File: src/rtl/ram_stream_reader_if.sv
// Valid/ready byte stream carrying words read out of the RAM.
// The master drives data/valid; the slave drives ready.
interface ram_stream_reader_if #(
  parameter int DW = 8
) ();
  logic [DW-1:0] data;
  logic          valid;
  logic          ready;

  modport master (
    output data,
    output valid,
    input  ready
  );

  modport slave (
    input  data,
    input  valid,
    output ready
  );
endinterface

File: src/rtl/ram_stream_reader.sv
// Streams a block of RAM words, base upward with wrap, onto a valid/ready
// output, hiding the 1-cycle RAM latency behind a 2-entry buffer.
module ram_stream_reader #(
  parameter int ADDR_WIDTH = 10,
  parameter int DATA_WIDTH = 8
) (
  input  logic                  clk,
  input  logic                  rst,
  input  logic                  i_start,
  input  logic [ADDR_WIDTH-1:0] i_base_addr,
  input  logic [ADDR_WIDTH:0]   i_length,
  output logic                  o_busy,
  output logic                  o_done,
  output logic [ADDR_WIDTH-1:0] o_ram_addr,
  output logic                  o_ram_we,
  input  logic [DATA_WIDTH-1:0] i_ram_q,
  ram_stream_reader_if.master   o_strm
);

  typedef enum logic [1:0] {
    IDLE,
    READ,
    FINISH
  } state_t;

  state_t r_state;
  state_t w_state_nxt;

  logic [ADDR_WIDTH-1:0] r_base;
  logic [ADDR_WIDTH-1:0] r_last_addr;
  logic [ADDR_WIDTH:0]   r_len;
  logic [ADDR_WIDTH:0]   r_issue_cnt;
  logic [ADDR_WIDTH:0]   r_recv_cnt;
  logic                  r_inflight;

  logic [DATA_WIDTH-1:0] r_mem [2];
  logic                  r_rd_ptr;
  logic                  r_wr_ptr;
  logic [1:0]            r_count;

  logic                  w_pop;
  logic                  w_push;
  logic                  w_issue;
  logic                  w_capture;
  logic                  w_room;
  logic [1:0]            w_occ;
  logic [ADDR_WIDTH-1:0] w_issue_addr;

  assign w_pop  = o_strm.valid && o_strm.ready;
  assign w_push = r_inflight;
  assign w_occ  = r_count + {1'b0, r_inflight};

  // A pop in this cycle frees a slot for a read issued in this cycle.
  assign w_room = (w_occ < 2'd2) ||
                  ((w_occ == 2'd2) && w_pop);

  assign w_issue_addr = r_base + r_issue_cnt[ADDR_WIDTH-1:0];

  always_comb begin
    w_state_nxt = r_state;
    w_issue     = 1'b0;
    w_capture   = 1'b0;
    case (r_state)
      IDLE: begin
        if (i_start) begin
          w_capture   = 1'b1;
          w_state_nxt = (i_length == '0) ? FINISH : READ;
        end
      end
      READ: begin
        w_issue = (r_issue_cnt < r_len) && w_room;
        // Leave as the last word is handed off so done follows it directly.
        if ((r_recv_cnt == r_len) && !r_inflight &&
            (r_count == {1'b0, w_pop}))
          w_state_nxt = FINISH;
      end
      FINISH: w_state_nxt = IDLE;
      default: w_state_nxt = IDLE;
    endcase
  end

  always_ff @(posedge clk or posedge rst) begin
    if (rst) begin
      r_state     <= IDLE;
      r_base      <= '0;
      r_len       <= '0;
      r_issue_cnt <= '0;
      r_recv_cnt  <= '0;
      r_inflight  <= 1'b0;
      r_last_addr <= '0;
    end else begin
      r_state    <= w_state_nxt;
      r_inflight <= w_issue;
      if (w_capture) begin
        r_base      <= i_base_addr;
        r_len       <= i_length;
        r_issue_cnt <= '0;
        r_recv_cnt  <= '0;
      end else begin
        if (w_issue)
          r_issue_cnt <= r_issue_cnt + 1'b1;
        if (w_push)
          r_recv_cnt <= r_recv_cnt + 1'b1;
      end
      if (w_issue)
        r_last_addr <= w_issue_addr;
    end
  end

  always_ff @(posedge clk or posedge rst) begin
    if (rst) begin
      r_mem[0] <= '0;
      r_mem[1] <= '0;
      r_rd_ptr <= 1'b0;
      r_wr_ptr <= 1'b0;
      r_count  <= '0;
    end else begin
      if (w_push) begin
        r_mem[r_wr_ptr] <= i_ram_q;
        r_wr_ptr        <= ~r_wr_ptr;
      end
      if (w_pop)
        r_rd_ptr <= ~r_rd_ptr;
      r_count <= r_count + {1'b0, w_push} - {1'b0, w_pop};
    end
  end

  assign o_ram_addr   = w_issue ? w_issue_addr : r_last_addr;
  assign o_ram_we     = 1'b0;
  assign o_busy       = (r_state != IDLE);
  assign o_done       = (r_state == FINISH);
  assign o_strm.valid = (r_count != 2'd0);
  assign o_strm.data  = r_mem[r_rd_ptr];

endmodule

File: src/flat_wrapper.sv
// flat-port wrapper written by rule: the top's interface ports become plain ports
module ram_stream_reader_flat 
#(
  parameter int ADDR_WIDTH = 10,
  parameter int DATA_WIDTH = 8
)
  (clk, rst, i_start, i_base_addr, i_length, o_busy, o_done, o_ram_addr, o_ram_we, i_ram_q, o_strm_data, o_strm_valid, o_strm_ready);
  ram_stream_reader_if o_strm_i ();
  input  logic clk;
  input  logic rst;
  input  logic i_start;
  input  logic [ADDR_WIDTH-1:0] i_base_addr;
  input  logic [ADDR_WIDTH:0] i_length;
  output logic o_busy;
  output logic o_done;
  output logic [ADDR_WIDTH-1:0] o_ram_addr;
  output logic o_ram_we;
  input  logic [DATA_WIDTH-1:0] i_ram_q;
  output wire logic [$bits(o_strm_i.data)-1:0] o_strm_data;
  output wire logic [$bits(o_strm_i.valid)-1:0] o_strm_valid;
  input wire logic [$bits(o_strm_i.ready)-1:0] o_strm_ready;
  assign o_strm_data = o_strm_i.data;
  assign o_strm_valid = o_strm_i.valid;
  assign o_strm_i.ready = o_strm_ready;
  ram_stream_reader #(.ADDR_WIDTH(ADDR_WIDTH), .DATA_WIDTH(DATA_WIDTH)) u_core (.clk(clk), .rst(rst), .i_start(i_start), .i_base_addr(i_base_addr), .i_length(i_length), .o_busy(o_busy), .o_done(o_done), .o_ram_addr(o_ram_addr), .o_ram_we(o_ram_we), .i_ram_q(i_ram_q), .o_strm(o_strm_i));
endmodule
File: config.mk
export PLATFORM = sky130hd
export DESIGN_NAME = ram_stream_reader_flat
export DESIGN_NICKNAME = d
export VERILOG_FILES = /design/src/rtl/ram_stream_reader_if.sv /design/src/rtl/ram_stream_reader.sv /design/src/flat_wrapper.sv
export SDC_FILE = /design/constraint.sdc
export NUM_CORES = 1
export LEC_CHECK = 0
export BUFFER_PORTS_ARGS = -buffer_cell sky130_fd_sc_hd__buf_2
export CORE_MARGIN = 1.5
export CORE_UTILIZATION = 35
export DETAILED_ROUTE_END_ITERATION = 7
export PLACE_DENSITY = 0.56
export SLEW_MARGIN = 20
export SYNTH_ARGS = -nofsm -noshare
export SYNTH_HDL_FRONTEND = slang
export SYNTH_SLANG_ARGS = --single-unit
File: constraint.sdc
create_clock -name clk -period 3 [get_ports clk]
set_input_delay 0.45 -clock clk [delete_from_list [all_inputs] [get_ports clk]]
set_output_delay 0.45 -clock clk [all_outputs]
set_load 0.1 [all_outputs]
# Word level (Yosys, flattened, before mapping)

Cells that the tools add are included.

Register bits: 76
Output and inout port bits: 22

Add/sub/neg operators: 5
Magnitude comparators: 5
Eq/ne operators: 7
Multiplexer cells: 18
Bitwise operators: 4
Reductions and logical operators: 15

Operators by type and width:

| kind                                                                  | number |
|---|---|
| 11-bit two-way mux                                                    | 4 |
| 8-bit two-way mux                                                     | 4 |
| 11-bit by 1-bit adder with 11-bit output, second input constant       | 2 |
| 16-bit bitwise mux                                                    | 1 |
| 11-bit equality test                                                  | 1 |
| 11-bit logical NOT                                                    | 1 |
| 11-bit < comparator                                                   | 1 |
| 10-bit adder                                                          | 1 |
| 10-bit two-way mux                                                    | 1 |
| 8-bit demux with 1-bit select                                         | 1 |
| 2-bit nonzero test                                                    | 4 |
| 1-bit logical AND                                                     | 6 |
| 2-bit two-way mux                                                     | 3 |
| 2-bit equality test, second input constant                            | 2 |
| 2-bit >= comparator, second input constant                            | 2 |
| 1-bit inverter with 2-bit output                                      | 2 |
| 2-bit one-hot mux with 2 select lines                                 | 1 |
| 1-bit two-way mux                                                     | 3 |
| 2-bit by 1-bit adder with 2-bit output                                | 1 |
| 2-bit by 1-bit equality test with 1-bit output                        | 1 |
| 2-bit by 1-bit equality test with 1-bit output, second input constant | 1 |
| 2-bit logical NOT                                                     | 1 |
| 2-bit by 1-bit < comparator with 1-bit output, second input constant  | 1 |
| 2-bit < comparator, second input constant                             | 1 |
| other kinds (7)                                                       | 8 |

# Depth between registers and ports, before layout

Gate-level depths: netlist (run 1).

Depth in word-level cells: 8
Depth in mapped cells: 8
Gate-level depth less buffers: 8

# Least setup slack after synthesis (run 1)

OpenSTA, ideal clock, no wires.

Path type: reg-to-output
From: register u_core.r_issue_cnt[9]
To: output port o_ram_addr[9]
Arrival time: 3.314 ns
Required time: 2.550 ns
Path slack: -0.764 ns
Cell stages (with the launch flop): 8
Path buffers: 0
Cells stage by stage: dfrtp_1 ha_1 and3_1 o21ai_1 and3_2 o21ai_2 inv_4 mux2i_1

Cells in the longest elaborated chain, start to end: 4
Elaborated cells on any way between the ends: 5
Classes of those cells: add/sub (1); order compare (1); mux (2); reduce/logical (1)

RTL lines:

| element                  | line                     | text |
|---|---|---|
| start, declared          | ram_stream_reader.sv:32  | `logic [ADDR_WIDTH:0] r_issue_cnt;` |
| start signal, assigned   | ram_stream_reader.sv:101 | `r_issue_cnt <= r_issue_cnt + 1'b1;` |
| 11-bit < comparator      | ram_stream_reader.sv:71  | `w_issue = (r_issue_cnt < r_len) && w_room;` |
| 1-bit logical AND        | ram_stream_reader.sv:71  |  |
| 1-bit two-way mux        | ram_stream_reader.sv:63  | `case (r_state)` |
| named net u_core.w_issue | ram_stream_reader.sv:43  | `logic w_issue;` |
| 10-bit two-way mux       | ram_stream_reader.sv:128 | `assign o_ram_addr = w_issue ? w_issue_addr : r_last_addr;` |
| end, declared            | flat_wrapper.sv:16       | `output logic [ADDR_WIDTH-1:0] o_ram_addr;` |

The timed path passes the listed nets, and every way through them passes these cells.

# Worst setup path after layout (run 1)

From: register u_core.r_base[0]
To: output port o_ram_addr[8]

Cells in the longest elaborated chain, start to end: 2

RTL lines:

| element                | line                     | text |
|---|---|---|
| start, declared        | ram_stream_reader.sv:29  | `logic [ADDR_WIDTH-1:0] r_base;` |
| start signal, assigned | ram_stream_reader.sv:95  | `r_base <= i_base_addr;` |
| 10-bit adder           | ram_stream_reader.sv:57  | `assign w_issue_addr = r_base + r_issue_cnt[ADDR_WIDTH-1:0];` |
| 10-bit two-way mux     | ram_stream_reader.sv:128 |  |

Every way passes these cells.

==> results of run 1 <==
## per-layer routing
metal / wire length (µm) / vias up
met3: 306 / 22
met5: 0 / -
met1: 4490 / 1633
li1: - / 1649
met2: 4990 / 65
met4: 223 / 0
## path summary, 6_finish.rpt
path | from | end | slack, ps
setup / recovery | u_core.r_base[0] | o_ram_addr[8] | -40
hold / removal | rst | u_core.r_mem[12] | 160
setup reg to reg | u_core.r_count[0] | u_core.r_issue_cnt[2] | 810
hold reg to reg | u_core.r_base[2] | u_core.r_base[2] | 490
max in group asynchronous | rst | u_core.r_issue_cnt[8] | 2040
min in group clk | i_base_addr[3] | u_core.r_base[3] | 300
## cell usage after synthesis (all sizes together) (4+ instances only)
cell	count
a31oi	6
mux2i	9
ha	23
nor3	4
nor4	4
xnor2	14
a41oi	4
dfrtp	76
and3	8
nor2b	7
nand2b	4
inv	20
a21oi	12
nand2	70
clkbuf	9
o211ai	8
nor2	16
o21ai	23
nand4	6
nand3	8
xor2	18
mux2	33
## logic make-up (layout without fill, tap and decap cells)
kind of cell,Yosys count,count (layout)
simple gates,141,141
buf+inv,32,124
mux,42,42
xor+xnor,32,32
compound gates,72,72
other cells,1,1
fa+ha+maj,24,24
flops,76,76
## critical path: stages, from the launching register on
cell and delay, ps:
dfrtp_1 380, ha_2 200, fa_2 360, a211oi_2 260
o21ai_2 100, or4b_4 500, o311ai_4 70, mux2_4 210
buf_12 170
## layout make-up
type                    instances  share of cell area, %
clock buffers                   9                   4.06
clock inverters                 7                   1.53
inverters                      20                   1.40
multi-input cells             312                   42.9
flip-flops and latches         76                   34.4
well taps                     147                   3.32
repair buffers                 87                   12.3
repair inverters                1                  0.135
## per-stage QoR
stage | hold WS [ps] | TNS, ps | setup WS [ps]
after floorplan | 450 | 0 | 67.5
after global placement | 466 | 0 | 3.47
after detailed placement | 471 | -14.0 | -14.0
after CTS | 161 | -93.3 | -68.9
after global routing | 197 | -450 | -147
final | 155 | -56.0 | -44.1
## registers in the layout, summed over array words and instances, names as in the netlist
signal	cells
u_core.r_inflight	1
u_core.r_base	10
u_core.r_issue_cnt	11
u_core.r_count	2
u_core.r_len	11
u_core.r_last_addr	10
u_core.r_wr_ptr	1
u_core.r_rd_ptr	1
u_core.r_recv_cnt	11
u_core.r_mem	16
u_core.r_state	2
## timing repair
item                       CTS  global route
pin swaps                    3            10
setup buffers                3            14
hold buffers                 0             0
gates resized for setup     27            27
gates cloned                 1             0
setup endpoints to repair   10            10
==> impl_metrics.prom, run 1 <==
# TYPE chip_impl_metric gauge
chip_impl_metric{name="synth-xor-area-share",unit="%"} 6.60
chip_impl_info{name="top_usage_layer",value="met2"} 1
chip_impl_metric{name="cts.clk_slew.worst_paths",unit="ps"} 70
chip_impl_metric{name="dieArea",unit="µm²"} 12800
chip_impl_metric{name="grt_usage",unit="%"} 16.8
chip_impl_metric{name="design.final.nets",unit=""} 564
chip_impl_metric{name="syn_inst",unit=""} 420
chip_impl_metric{name="critical_path_peak_fanout",unit=""} 2
chip_impl_metric{name="yosysUniqueCellTypes",unit=""} 54
chip_impl_info{name="timing.setup.critical_path_class",value="reg2out"} 1
chip_impl_metric{name="synthesis.nets",unit=""} 477
chip_impl_metric{name="area_growth",unit="%"} 30.6
chip_impl_info{name="hold_class",value="in2async"} 1
chip_impl_info{name="critical_path.endpoint_type",value="output port"} 1
chip_impl_metric{name="globalRouteMet1Util",unit="%"} 20.9
chip_impl_info{name="ys_dominant_reg_cell",value="dfrtp_1"} 1
chip_impl_metric{name="place_area",unit="µm²"} 4850
chip_impl_metric{name="seq_area_frac_synth",unit="%"} 44.8
chip_impl_info{name="combinational_family_with_the_most_area_after_synthesis",value="simple AND/OR/NAND/NOR gates"} 1
chip_impl_metric{name="diodes",unit=""} 0
chip_impl_metric{name="cts_buffers",unit=""} 9
chip_impl_info{name="violations",value="setup timing"} 1
chip_impl_info{name="run_status",value="finished, violations left"} 1
chip_impl_metric{name="mapped_area",unit="µm²"} 4250
chip_impl_metric{name="post_route_cells_drive_above_1_share",unit="%"} 33.4
chip_impl_metric{name="final.min_clock_period",unit="ps"} 3040
chip_impl_metric{name="wirelength",unit="µm"} 10000
chip_impl_metric{name="maxSlewViolCount",unit=""} 0
chip_impl_metric{name="first_pass_iters",unit=""} 4
chip_impl_metric{name="pin_count_of_the_biggest_net_entering_global_routing",unit=""} 29
chip_impl_metric{name="synth_largest_type_area_fraction",unit="%"} 44.8
chip_impl_metric{name="synthAdderAreaFrac",unit="%"} 7.25
chip_impl_metric{name="post_layout_nonfiller_instances",unit=""} 659
chip_impl_metric{name="final_hold_viol_count",unit=""} 0
chip_impl_metric{name="crit_required",unit="ps"} 2550
chip_impl_metric{name="worst_skew_pair.late_latency",unit="ps"} 340
chip_impl_metric{name="place.detailed.hpwl",unit="µm"} 7200
chip_impl_metric{name="dieWidth",unit="µm"} 113
chip_impl_metric{name="route.detailed.drc",unit=""} 0
chip_impl_metric{name="iter_0_drt_violations",unit=""} 135
chip_impl_metric{name="ctsHtreeMaxLevel",unit=""} 3
chip_impl_metric{name="synthesized_area_fraction_occupied_by_ao_oa_aoi_and_oai_cells",unit="%"} 11.0
chip_impl_metric{name="gpl_congestion",unit=""} 0.797
chip_impl_metric{name="die_height",unit="µm"} 113
chip_impl_info{name="layout.cells.most_common_list",value="74 x dfrtp_1, 70 x nand2_1, 43 x buf_2"} 1
chip_impl_metric{name="cap_viol_max_count",unit=""} 0
chip_impl_metric{name="route.vias.total",unit=""} 3369
chip_impl_info{name="critPathLaunchType",value="flip-flop"} 1
chip_impl_metric{name="cp_data_arrival_time",unit="ps"} 2590
chip_impl_info{name="cts.root.buffer_cell",value="clkbuf_16"} 1
chip_impl_metric{name="register_area",unit="µm²"} 1900
chip_impl_metric{name="post_synth.cell_area_avg",unit="µm²"} 10.1
chip_impl_metric{name="worstRegToRegCells",unit=""} 8
chip_impl_metric{name="placementRows",unit=""} 40
chip_impl_metric{name="final_antenna_net_count",unit=""} 0
chip_impl_metric{name="multiplexer_area_fraction_after_synthesis",unit="%"} 10.9
chip_impl_metric{name="start_util",unit="%"} 35.6
chip_impl_metric{name="post_drt_wl_per_cell",unit="µm"} 15.2
chip_impl_metric{name="final_ws_setup",unit="ps"} -44.1
chip_impl_metric{name="design.core.area",unit="µm²"} 11900
chip_impl_metric{name="grt_antenna_before_repair",unit=""} 0
chip_impl_metric{name="layout.filler_cells",unit=""} 1169
chip_impl_info{name="clock_tree_from_tritoncts",value="built"} 1
chip_impl_metric{name="synthArstFlopShare",unit="%"} 100
chip_impl_metric{name="final_core_utilization",unit="%"} 46.5
chip_impl_metric{name="buffer_ports.inserted",unit=""} 53
chip_impl_info{name="synthDominantAreaCellType",value="dfrtp_1"} 1
chip_impl_metric{name="post_synth_edffs",unit=""} 0
chip_impl_metric{name="gr-total-overflow",unit=""} 0
chip_impl_metric{name="clock.fmax",unit="MHz"} 329
chip_impl_metric{name="cts-root-to-sink-buffers",unit=""} 2
chip_impl_metric{name="clkSinkCount",unit=""} 76
chip_impl_metric{name="grt_pass1_wl",unit="µm"} 17000
chip_impl_metric{name="globalRouteMet3Util",unit="%"} 3.43
chip_impl_metric{name="placed_cells_incl_taps",unit=""} 625
chip_impl_metric{name="finish.instance_area",unit="µm²"} 5540
chip_impl_metric{name="io_pins",unit=""} 55
chip_impl_metric{name="tightestPinTransition",unit="ps"} 801
chip_impl_metric{name="synth-simple-area-share",unit="%"} 16.0
chip_impl_metric{name="number_of_global_route_vias_before_repair",unit=""} 3439
chip_impl_metric{name="synthesis_warnings",unit=""} 0
chip_impl_metric{name="layout_worst_path_cycle_share",unit="%"} 101
chip_impl_info{name="synth_top_cells_by_area",value="dfrtp_1 45%, mux2_2 8.8%, ha_1 6.8%"} 1
chip_impl_info{name="rsz0062_at_grt",value="true"} 1
chip_impl_info{name="final_common_cell",value="dfrtp_1"} 1
chip_impl_metric{name="routed_via_density",unit=""} 5.11
chip_impl_metric{name="timing.clock.skew",unit="ps"} 4.38
chip_impl_metric{name="setup-violations-final",unit=""} 2
chip_impl_metric{name="postSynthRegisterBits",unit=""} 76
chip_impl_metric{name="met2_track_usage_gr",unit="%"} 28.6
chip_impl_metric{name="max-slew-margin-rel",unit="%"} 46.5
chip_impl_metric{name="multi_input_comb_area",unit="µm²"} 2380
Power of run 1 is not shown: default switching activity piles up to over one toggle a cycle in this logic, so the estimate is an artifact.
==> inputs of run 2 (changes only) <==
--- a/config.mk
+++ b/config.mk
@@ -5,11 +5,12 @@
 export SDC_FILE = /design/constraint.sdc
 export NUM_CORES = 1
 export LEC_CHECK = 0
+export ABC_AREA = 1
 export BUFFER_PORTS_ARGS = -buffer_cell sky130_fd_sc_hd__buf_2
 export CORE_MARGIN = 1.5
-export CORE_UTILIZATION = 35
+export CORE_UTILIZATION = 26
 export DETAILED_ROUTE_END_ITERATION = 7
-export PLACE_DENSITY = 0.56
+export PLACE_DENSITY = 0.45
 export SLEW_MARGIN = 20
 export SYNTH_ARGS = -nofsm -noshare
 export SYNTH_HDL_FRONTEND = slang
==> constraint.sdc (replaced) <==
create_clock -name clk -period 2.95 [get_ports clk]
set_input_delay 0.4425 -clock clk [delete_from_list [all_inputs] [get_ports clk]]
set_output_delay 0.4425 -clock clk [all_outputs]
set_load 0.1 [all_outputs]
==> run 2 against run 1 <==
  * The flow now finishes without violations
  * Sequential share of layout area rose by 0.65 points
  * Final cell count rose by 31%
  * First-iteration DRC count rose by 36%
  * Non-clock buffer count fell by 28
  * Die area rose by 39%
  * Setup slack improved by 170 ps
  * Sequential cell count did not move
  * Critical endpoint is now o_ram_addr[2]
  * Largest cell class unchanged
==> impl_metrics.prom, run 2 <==
# TYPE chip_impl_metric gauge
chip_impl_metric{name="mapped_area",unit="µm²"} 4440
chip_impl_metric{name="design.core.area",unit="µm²"} 16600
chip_impl_metric{name="post_synth.cell_area_avg",unit="µm²"} 7.63
chip_impl_metric{name="grt_usage",unit="%"} 13.2
chip_impl_metric{name="synthesis.nets",unit=""} 638
chip_impl_metric{name="yosysUniqueCellTypes",unit=""} 39
chip_impl_metric{name="post_route_cells_drive_above_1_share",unit="%"} 16.7
chip_impl_info{name="cts.root.buffer_cell",value="clkbuf_16"} 1
chip_impl_info{name="clock_tree_from_tritoncts",value="built"} 1
chip_impl_metric{name="grt_pass1_wl",unit="µm"} 18400
chip_impl_info{name="synth.most_common_cell",value="nand2_1"} 1
chip_impl_metric{name="final_antenna_net_count",unit=""} 0
chip_impl_metric{name="clkSinkCount",unit=""} 76
chip_impl_metric{name="grt_antenna_before_repair",unit=""} 0
chip_impl_info{name="timing.setup.critical_path_class",value="reg2out"} 1
chip_impl_info{name="registers.top_by_ff_count",value="u_core.r_mem"} 1
chip_impl_info{name="hold_class",value="in2async"} 1
chip_impl_info{name="cp_cell_sequence",value="ha_1, nand2_1, inv_1, o21bai_1, nand2_1, nor2_4, nand2_4, o21ai_1, buf_12"} 1
chip_impl_metric{name="post_drt_wl_per_cell",unit="µm"} 13.0
chip_impl_metric{name="synthesis_warnings",unit=""} 0
chip_impl_info{name="r2r-start",value="u_core.r_issue_cnt[0]"} 1
chip_impl_metric{name="post_synth_edffs",unit=""} 0
chip_impl_metric{name="pin_count_of_the_biggest_net_entering_global_routing",unit=""} 57
chip_impl_info{name="rsz0062_at_grt",value="false"} 1
chip_impl_metric{name="maxSlewViolCount",unit=""} 0
chip_impl_info{name="layout.cells.most_common_list",value="192 x nand2_1, 77 x inv_1, 73 x dfrtp_1"} 1
chip_impl_metric{name="synthArstFlopShare",unit="%"} 100
chip_impl_metric{name="fin_hold_ws",unit="ps"} 201
chip_impl_info{name="critical-path-top-cell-by-count",value="nand2_1"} 1
chip_impl_metric{name="number_of_global_route_vias_before_repair",unit=""} 3643
chip_impl_metric{name="final_hold_viol_count",unit=""} 0
chip_impl_metric{name="cpPeakStageDelay",unit="ps"} 470
chip_impl_metric{name="wirelength",unit="µm"} 11200
chip_impl_metric{name="final_core_utilization",unit="%"} 32.7
chip_impl_metric{name="postSynthRegisterBits",unit=""} 76
chip_impl_metric{name="gpl_congestion",unit=""} 0.866
chip_impl_info{name="ys_dominant_reg_cell",value="dfrtp_1"} 1
chip_impl_metric{name="seq_area_frac_synth",unit="%"} 42.9
chip_impl_metric{name="timing.clock.skew",unit="ps"} 11.8
chip_impl_metric{name="syn_inst",unit=""} 581
chip_impl_metric{name="route.vias.total",unit=""} 3716
chip_impl_metric{name="largest_register_ffs",unit=""} 16
chip_impl_metric{name="hold_fix_buffers_cts",unit=""} 0
chip_impl_info{name="run_status",value="completed"} 1
chip_impl_metric{name="diodes",unit=""} 0
chip_impl_metric{name="crit_required",unit="ps"} 2510
chip_impl_metric{name="cts_buffers",unit=""} 9
chip_impl_info{name="final_common_cell",value="nand2_1"} 1
chip_impl_metric{name="r2r_slack",unit="ps"} 1000
chip_impl_metric{name="tightestPinTransition",unit="ps"} 699
chip_impl_metric{name="final.min_clock_period",unit="ps"} 2820
chip_impl_metric{name="design.final.nets",unit=""} 693
chip_impl_info{name="critPathLaunchType",value="flip-flop"} 1
chip_impl_metric{name="routed_via_density",unit=""} 4.32
chip_impl_metric{name="area_growth",unit="%"} 22.7
chip_impl_metric{name="die_height",unit="µm"} 134
chip_impl_metric{name="gr-total-overflow",unit=""} 0
chip_impl_metric{name="first_pass_iters",unit=""} 4
chip_impl_metric{name="clock.fmax",unit="MHz"} 355
chip_impl_metric{name="critical_path_peak_fanout",unit=""} 13
chip_impl_metric{name="iter_0_drt_violations",unit=""} 183
chip_impl_info{name="synth_top_cells_by_area",value="dfrtp_1 43%, nand2_1 16%, inv_1 6.6%"} 1
chip_impl_info{name="synth_top_cells_by_count",value="193 x nand2_1, 78 x inv_1, 76 x dfrtp_1, 34 x nand3_1"} 1
chip_impl_metric{name="dieArea",unit="µm²"} 17900
chip_impl_metric{name="start_util",unit="%"} 26.7
chip_impl_metric{name="placementRows",unit=""} 47
chip_impl_metric{name="cts.clk_slew.worst_paths",unit="ps"} 70
chip_impl_metric{name="worst_skew_pair.late_latency",unit="ps"} 340
chip_impl_metric{name="io_pins",unit=""} 55
chip_impl_info{name="synthDominantAreaCellType",value="dfrtp_1"} 1
chip_impl_info{name="timing.critical_path.slowest_stage_cell",value="dfrtp_1"} 1
chip_impl_metric{name="synth_largest_type_area_fraction",unit="%"} 42.9
chip_impl_metric{name="place.detailed.hpwl",unit="µm"} 8200
chip_impl_info{name="critical_path.endpoint_type",value="output port"} 1
chip_impl_metric{name="cts-root-to-sink-buffers",unit=""} 2
chip_impl_metric{name="setup-violations-final",unit=""} 0
chip_impl_metric{name="buffer_ports.inserted",unit=""} 53
chip_impl_metric{name="preCtsSetupSlack",unit="ps"} 391
chip_impl_metric{name="final_ws_setup",unit="ps"} 131
chip_impl_metric{name="dieWidth",unit="µm"} 134
chip_impl_info{name="startpoint",value="u_core.r_issue_cnt[8]"} 1
chip_impl_metric{name="ctsHtreeMaxLevel",unit=""} 3
chip_impl_metric{name="layout_worst_path_cycle_share",unit="%"} 95.6
chip_impl_metric{name="cap_viol_max_count",unit=""} 0
chip_impl_metric{name="cp_data_arrival_time",unit="ps"} 2380
chip_impl_metric{name="max-slew-margin-rel",unit="%"} 53.3
chip_impl_metric{name="route.detailed.drc",unit=""} 0
[run 2: path summary, 6_finish.rpt]
kind / cells after the start / endpoint
min in group clk: 3 / u_core.r_base[7]
max in group asynchronous: 3 / u_core.r_issue_cnt[1]
hold / removal: 2 / u_core.r_last_addr[6]
hold reg to reg: 2 / u_core.r_mem[1]
setup / recovery: 9 / o_ram_addr[2]
setup reg to reg: 10 / u_core.r_last_addr[8]
[run 2: through the flow]
step,area [µm²],cells,TNS (ps)
after floorplan,4440,581,-1920
after global placement,5070,842,0
after detailed placement,5070,842,0
after CTS,5390,858,0
after global routing,5440,861,0
final,5440,861,0
[run 2: worst max-delay path: cells and delay by family (launching register included)]
kind	cells	cell delay (ps)
adder cells (fa/ha/maj)	1	340
AND/OR/NAND/NOR	4	550
buffers and inverters	2	250
flip-flops	1	470
AO/OA/AOI/OAI	2	410
[run 2: what timing repair did]
item / in CTS / in global routing
resized for setup: 0 / 7
endpoints found under the setup margin: 0 / 10
setup buffers: 0 / 2
[run 2: cell type report]
cell class | count | area (µm²)
flip-flops and latches | 76 | 1910
clock buffers | 11 | 253
inverters | 82 | 320
well taps | 220 | 275
clock inverters | 5 | 67.6
multi-input cells | 408 | 2150
repair buffers | 59 | 473
fillers | 1779 | 11200
[run 2: cell families after synthesis]
kind of cell             share of synthesized area, %
AND/OR/NAND/NOR                                  28.9
AO/OA/AOI/OAI                                    6.57
multiplexers                                     2.03
buffers and inverters                            9.20
flip-flops                                       42.9
other                                          0.0845
adder cells (fa/ha/maj)                          6.94
XOR/XNOR                                         3.36
[run 2: metal layers]
metal  vias up  routed length, µm  global-route usage, %
met5         -                  0                      0
met2        84               4890                   20.5
met4         0                108                   4.53
met1      1678               5580                   17.8
met3         7                651                   3.31
li1       1947                  -                      -
Power of run 2 is left out for the same reason.
==> inputs of run 3 (changes only) <==
--- a/config.mk
+++ b/config.mk
@@ -5,7 +5,7 @@
 export SDC_FILE = /design/constraint.sdc
 export NUM_CORES = 1
 export LEC_CHECK = 0
-export ABC_AREA = 1
+export ABC_AREA = 0
 export BUFFER_PORTS_ARGS = -buffer_cell sky130_fd_sc_hd__buf_2
 export CORE_MARGIN = 1.5
 export CORE_UTILIZATION = 26
==> run 3 against run 2 <==
  * The run now ends with setup timing left
  * First-iteration DRC count up 23%
  * Design area up 3.7%
  * Via count shrank 10%
  * Maximum frequency shrank 7.1%
  * Setup slack lost 220 ps
  * Worst hold slack got worse by 33 ps
  * Non-clock buffer count rose by 33
  * Count of clock-buffer cells in the layout shrank 1
  * Register-to-register slack got worse by 290 ps
  * Critical path depth fell by 1
  * Critical endpoint is now o_ram_addr[8]
==> impl_metrics.prom, run 3 (same netlist as run 1, synthesis figures left out) <==
# TYPE chip_impl_metric gauge
chip_impl_info{name="run_status",value="finished, violations left"} 1
chip_impl_info{name="violations",value="setup timing"} 1
chip_impl_metric{name="crit_required",unit="ps"} 2510
chip_impl_metric{name="cp_data_arrival_time",unit="ps"} 2590
chip_impl_metric{name="cpPeakStageDelay",unit="ps"} 480
chip_impl_metric{name="cap_viol_max_count",unit=""} 0
chip_impl_metric{name="layout_worst_path_cycle_share",unit="%"} 103
chip_impl_metric{name="number_of_global_route_vias_before_repair",unit=""} 3498
chip_impl_metric{name="register_area",unit="µm²"} 1900
chip_impl_info{name="registers.top_by_ff_count",value="u_core.r_mem"} 1
chip_impl_metric{name="tightestPinTransition",unit="ps"} 778
chip_impl_info{name="layout.cells.most_common_list",value="74 x dfrtp_1, 70 x nand2_1, 43 x buf_2"} 1
chip_impl_metric{name="final_antenna_net_count",unit=""} 0
chip_impl_info{name="rsz0062_at_grt",value="true"} 1
chip_impl_metric{name="final_ws_setup",unit="ps"} -85.6
chip_impl_metric{name="r2r_slack",unit="ps"} 710
chip_impl_metric{name="grt_pass1_wl",unit="µm"} 17500
chip_impl_metric{name="iter_0_drt_violations",unit=""} 225
chip_impl_metric{name="finish.instance_area",unit="µm²"} 5640
chip_impl_info{name="critical_path.endpoint_type",value="output port"} 1
chip_impl_metric{name="route.detailed.drc",unit=""} 0
chip_impl_info{name="final_common_cell",value="dfrtp_1"} 1
chip_impl_metric{name="met2_track_usage_gr",unit="%"} 22.4
chip_impl_metric{name="place.detailed.hpwl",unit="µm"} 7520
chip_impl_metric{name="route.vias.total",unit=""} 3331
chip_impl_metric{name="cts.clk_slew.worst_paths",unit="ps"} 70
chip_impl_info{name="endpoint_of_the_worst_slack_reg_to_reg_timing_path",value="u_core.r_last_addr[8]"} 1
chip_impl_info{name="timing.setup.critical_path_class",value="reg2out"} 1
chip_impl_metric{name="diodes",unit=""} 0
chip_impl_metric{name="grt_antenna_before_repair",unit=""} 0
chip_impl_metric{name="wirelength",unit="µm"} 10400
chip_impl_metric{name="pin_count_of_the_biggest_net_entering_global_routing",unit=""} 34
chip_impl_metric{name="dieArea",unit="µm²"} 17100
chip_impl_metric{name="grt_usage",unit="%"} 13.3
chip_impl_metric{name="gpl_congestion",unit=""} 0.772
chip_impl_metric{name="fin_hold_ws",unit="ps"} 168
chip_impl_info{name="cts.root.buffer_cell",value="clkbuf_16"} 1
chip_impl_metric{name="post_route_cells_drive_above_1_share",unit="%"} 33.7
chip_impl_metric{name="setup-violations-final",unit=""} 1
chip_impl_info{name="clock_tree_from_tritoncts",value="built"} 1
chip_impl_metric{name="die_height",unit="µm"} 131
chip_impl_info{name="hold_class",value="in2async"} 1
chip_impl_metric{name="multi_input_comb_area",unit="µm²"} 2350
chip_impl_info{name="timing.critical_path.slowest_stage_cell",value="or4b_4"} 1
chip_impl_metric{name="buffer_ports.inserted",unit=""} 53
chip_impl_metric{name="design.core.area",unit="µm²"} 15900
chip_impl_metric{name="dieWidth",unit="µm"} 131
chip_impl_metric{name="timing.clock.skew",unit="ps"} 7.59
chip_impl_metric{name="clkSinkCount",unit=""} 76
chip_impl_metric{name="maxSlewViolCount",unit=""} 0
chip_impl_metric{name="placementRows",unit=""} 46
chip_impl_info{name="critPathLaunchType",value="flip-flop"} 1
chip_impl_metric{name="start_util",unit="%"} 26.6
chip_impl_metric{name="first_pass_iters",unit=""} 4
chip_impl_metric{name="place_area",unit="µm²"} 4970
chip_impl_metric{name="worst_skew_pair.late_latency",unit="ps"} 340
chip_impl_metric{name="globalRouteMet3Util",unit="%"} 3.42
chip_impl_metric{name="design.final.nets",unit=""} 569
chip_impl_metric{name="hold_fix_buffers_cts",unit=""} 0
chip_impl_info{name="top_usage_layer",value="met2"} 1
chip_impl_metric{name="ctsHtreeMaxLevel",unit=""} 3
chip_impl_metric{name="critical_path_peak_fanout",unit=""} 2
chip_impl_info{name="cp_cell_sequence",value="ha_2, fa_2, a211oi_2, o21ai_2, or4b_4, o311ai_2, mux2_4, buf_12"} 1
chip_impl_metric{name="final.min_clock_period",unit="ps"} 3040
chip_impl_metric{name="layout.filler_cells",unit=""} 1628
chip_impl_metric{name="area_growth",unit="%"} 33.0
chip_impl_metric{name="cts-root-to-sink-buffers",unit=""} 2
chip_impl_metric{name="io_pins",unit=""} 55
chip_impl_metric{name="cts_buffers",unit=""} 9
chip_impl_info{name="r2r-start",value="u_core.r_base[0]"} 1
chip_impl_metric{name="post_drt_wl_per_cell",unit="µm"} 14.2
chip_impl_metric{name="final_hold_viol_count",unit=""} 0
chip_impl_metric{name="routed_via_density",unit=""} 4.54
chip_impl_metric{name="clock.fmax",unit="MHz"} 329
chip_impl_metric{name="gr-total-overflow",unit=""} 0
chip_impl_metric{name="largest_register_ffs",unit=""} 16
chip_impl_metric{name="max-slew-margin-rel",unit="%"} 48.0
chip_impl_metric{name="worstRegToRegCells",unit=""} 8
chip_impl_metric{name="globalRouteMet1Util",unit="%"} 16.8
run 3: metrics by stage:
step | setup TNS, ps | util [%] | cells | worst slack [ps]
detailed placement | -37.7 | 31.2 | 697 | -37.7
finish | -85.6 | 35.4 | 733 | -85.6
global route | -497 | 35.4 | 733 | -137
CTS | -142 | 34.8 | 728 | -104
floorplan | 0 | - | 420 | 25.0
global placement | -26.6 | 31.2 | 697 | -26.6
run 3: worst max path at each step:
stage | start | end | slack (ps) | cells after the start
2_1_floorplan | u_core.r_issue_cnt[0] | o_ram_addr[8] | 30 | 7
5_1_grt | u_core.r_issue_cnt[1] | o_ram_addr[8] | -140 | 8
3_5_place_dp | u_core.r_issue_cnt[0] | o_ram_addr[8] | -40 | 8
4_1_cts | u_core.r_base[0] | o_ram_addr[8] | -100 | 8
3_3_place_gp | u_core.r_issue_cnt[0] | o_ram_addr[8] | -30 | 8
6_report | u_core.r_base[0] | o_ram_addr[8] | -90 | 8
run 3: worst max-delay path: cells and delay by family, from the launching register on:
family                     cells  cell delay [ps]
buffers and inverters          1              170
muxes                          1              230
AOI/OAI and AO/OA              3              430
DFF                            1              380
and+or+nand+nor                1              480
adders and majority gates      2              560
run 3: cell type report:
type / count / area share, %
clock buffer: 10 / 4.23
clock inverter: 6 / 1.26
inverter: 20 / 1.37
multi-input combinational: 312 / 41.6
sequential: 76 / 33.7
tap: 216 / 4.79
timing repair buffer: 92 / 12.9
timing repair inverter: 1 / 0.133
run 3: metal layers:
layer / vias to the layer above / share of wire [%]
li1: 1671 / -
met1: 1596 / 45
met2: 54 / 50
met3: 10 / 3.8
met4: 0 / 1.1
met5: - / 0
run 3: repair_timing:
item                                    CTS  global route
endpoints found under the hold margin     0             0
buffers inserted                         14             5
gates cloned                              1             0
pin swaps                                 9             2
endpoints found under the setup margin   10            10
gates resized for setup                  35            13
Power of run 3 is left out for the same reason.
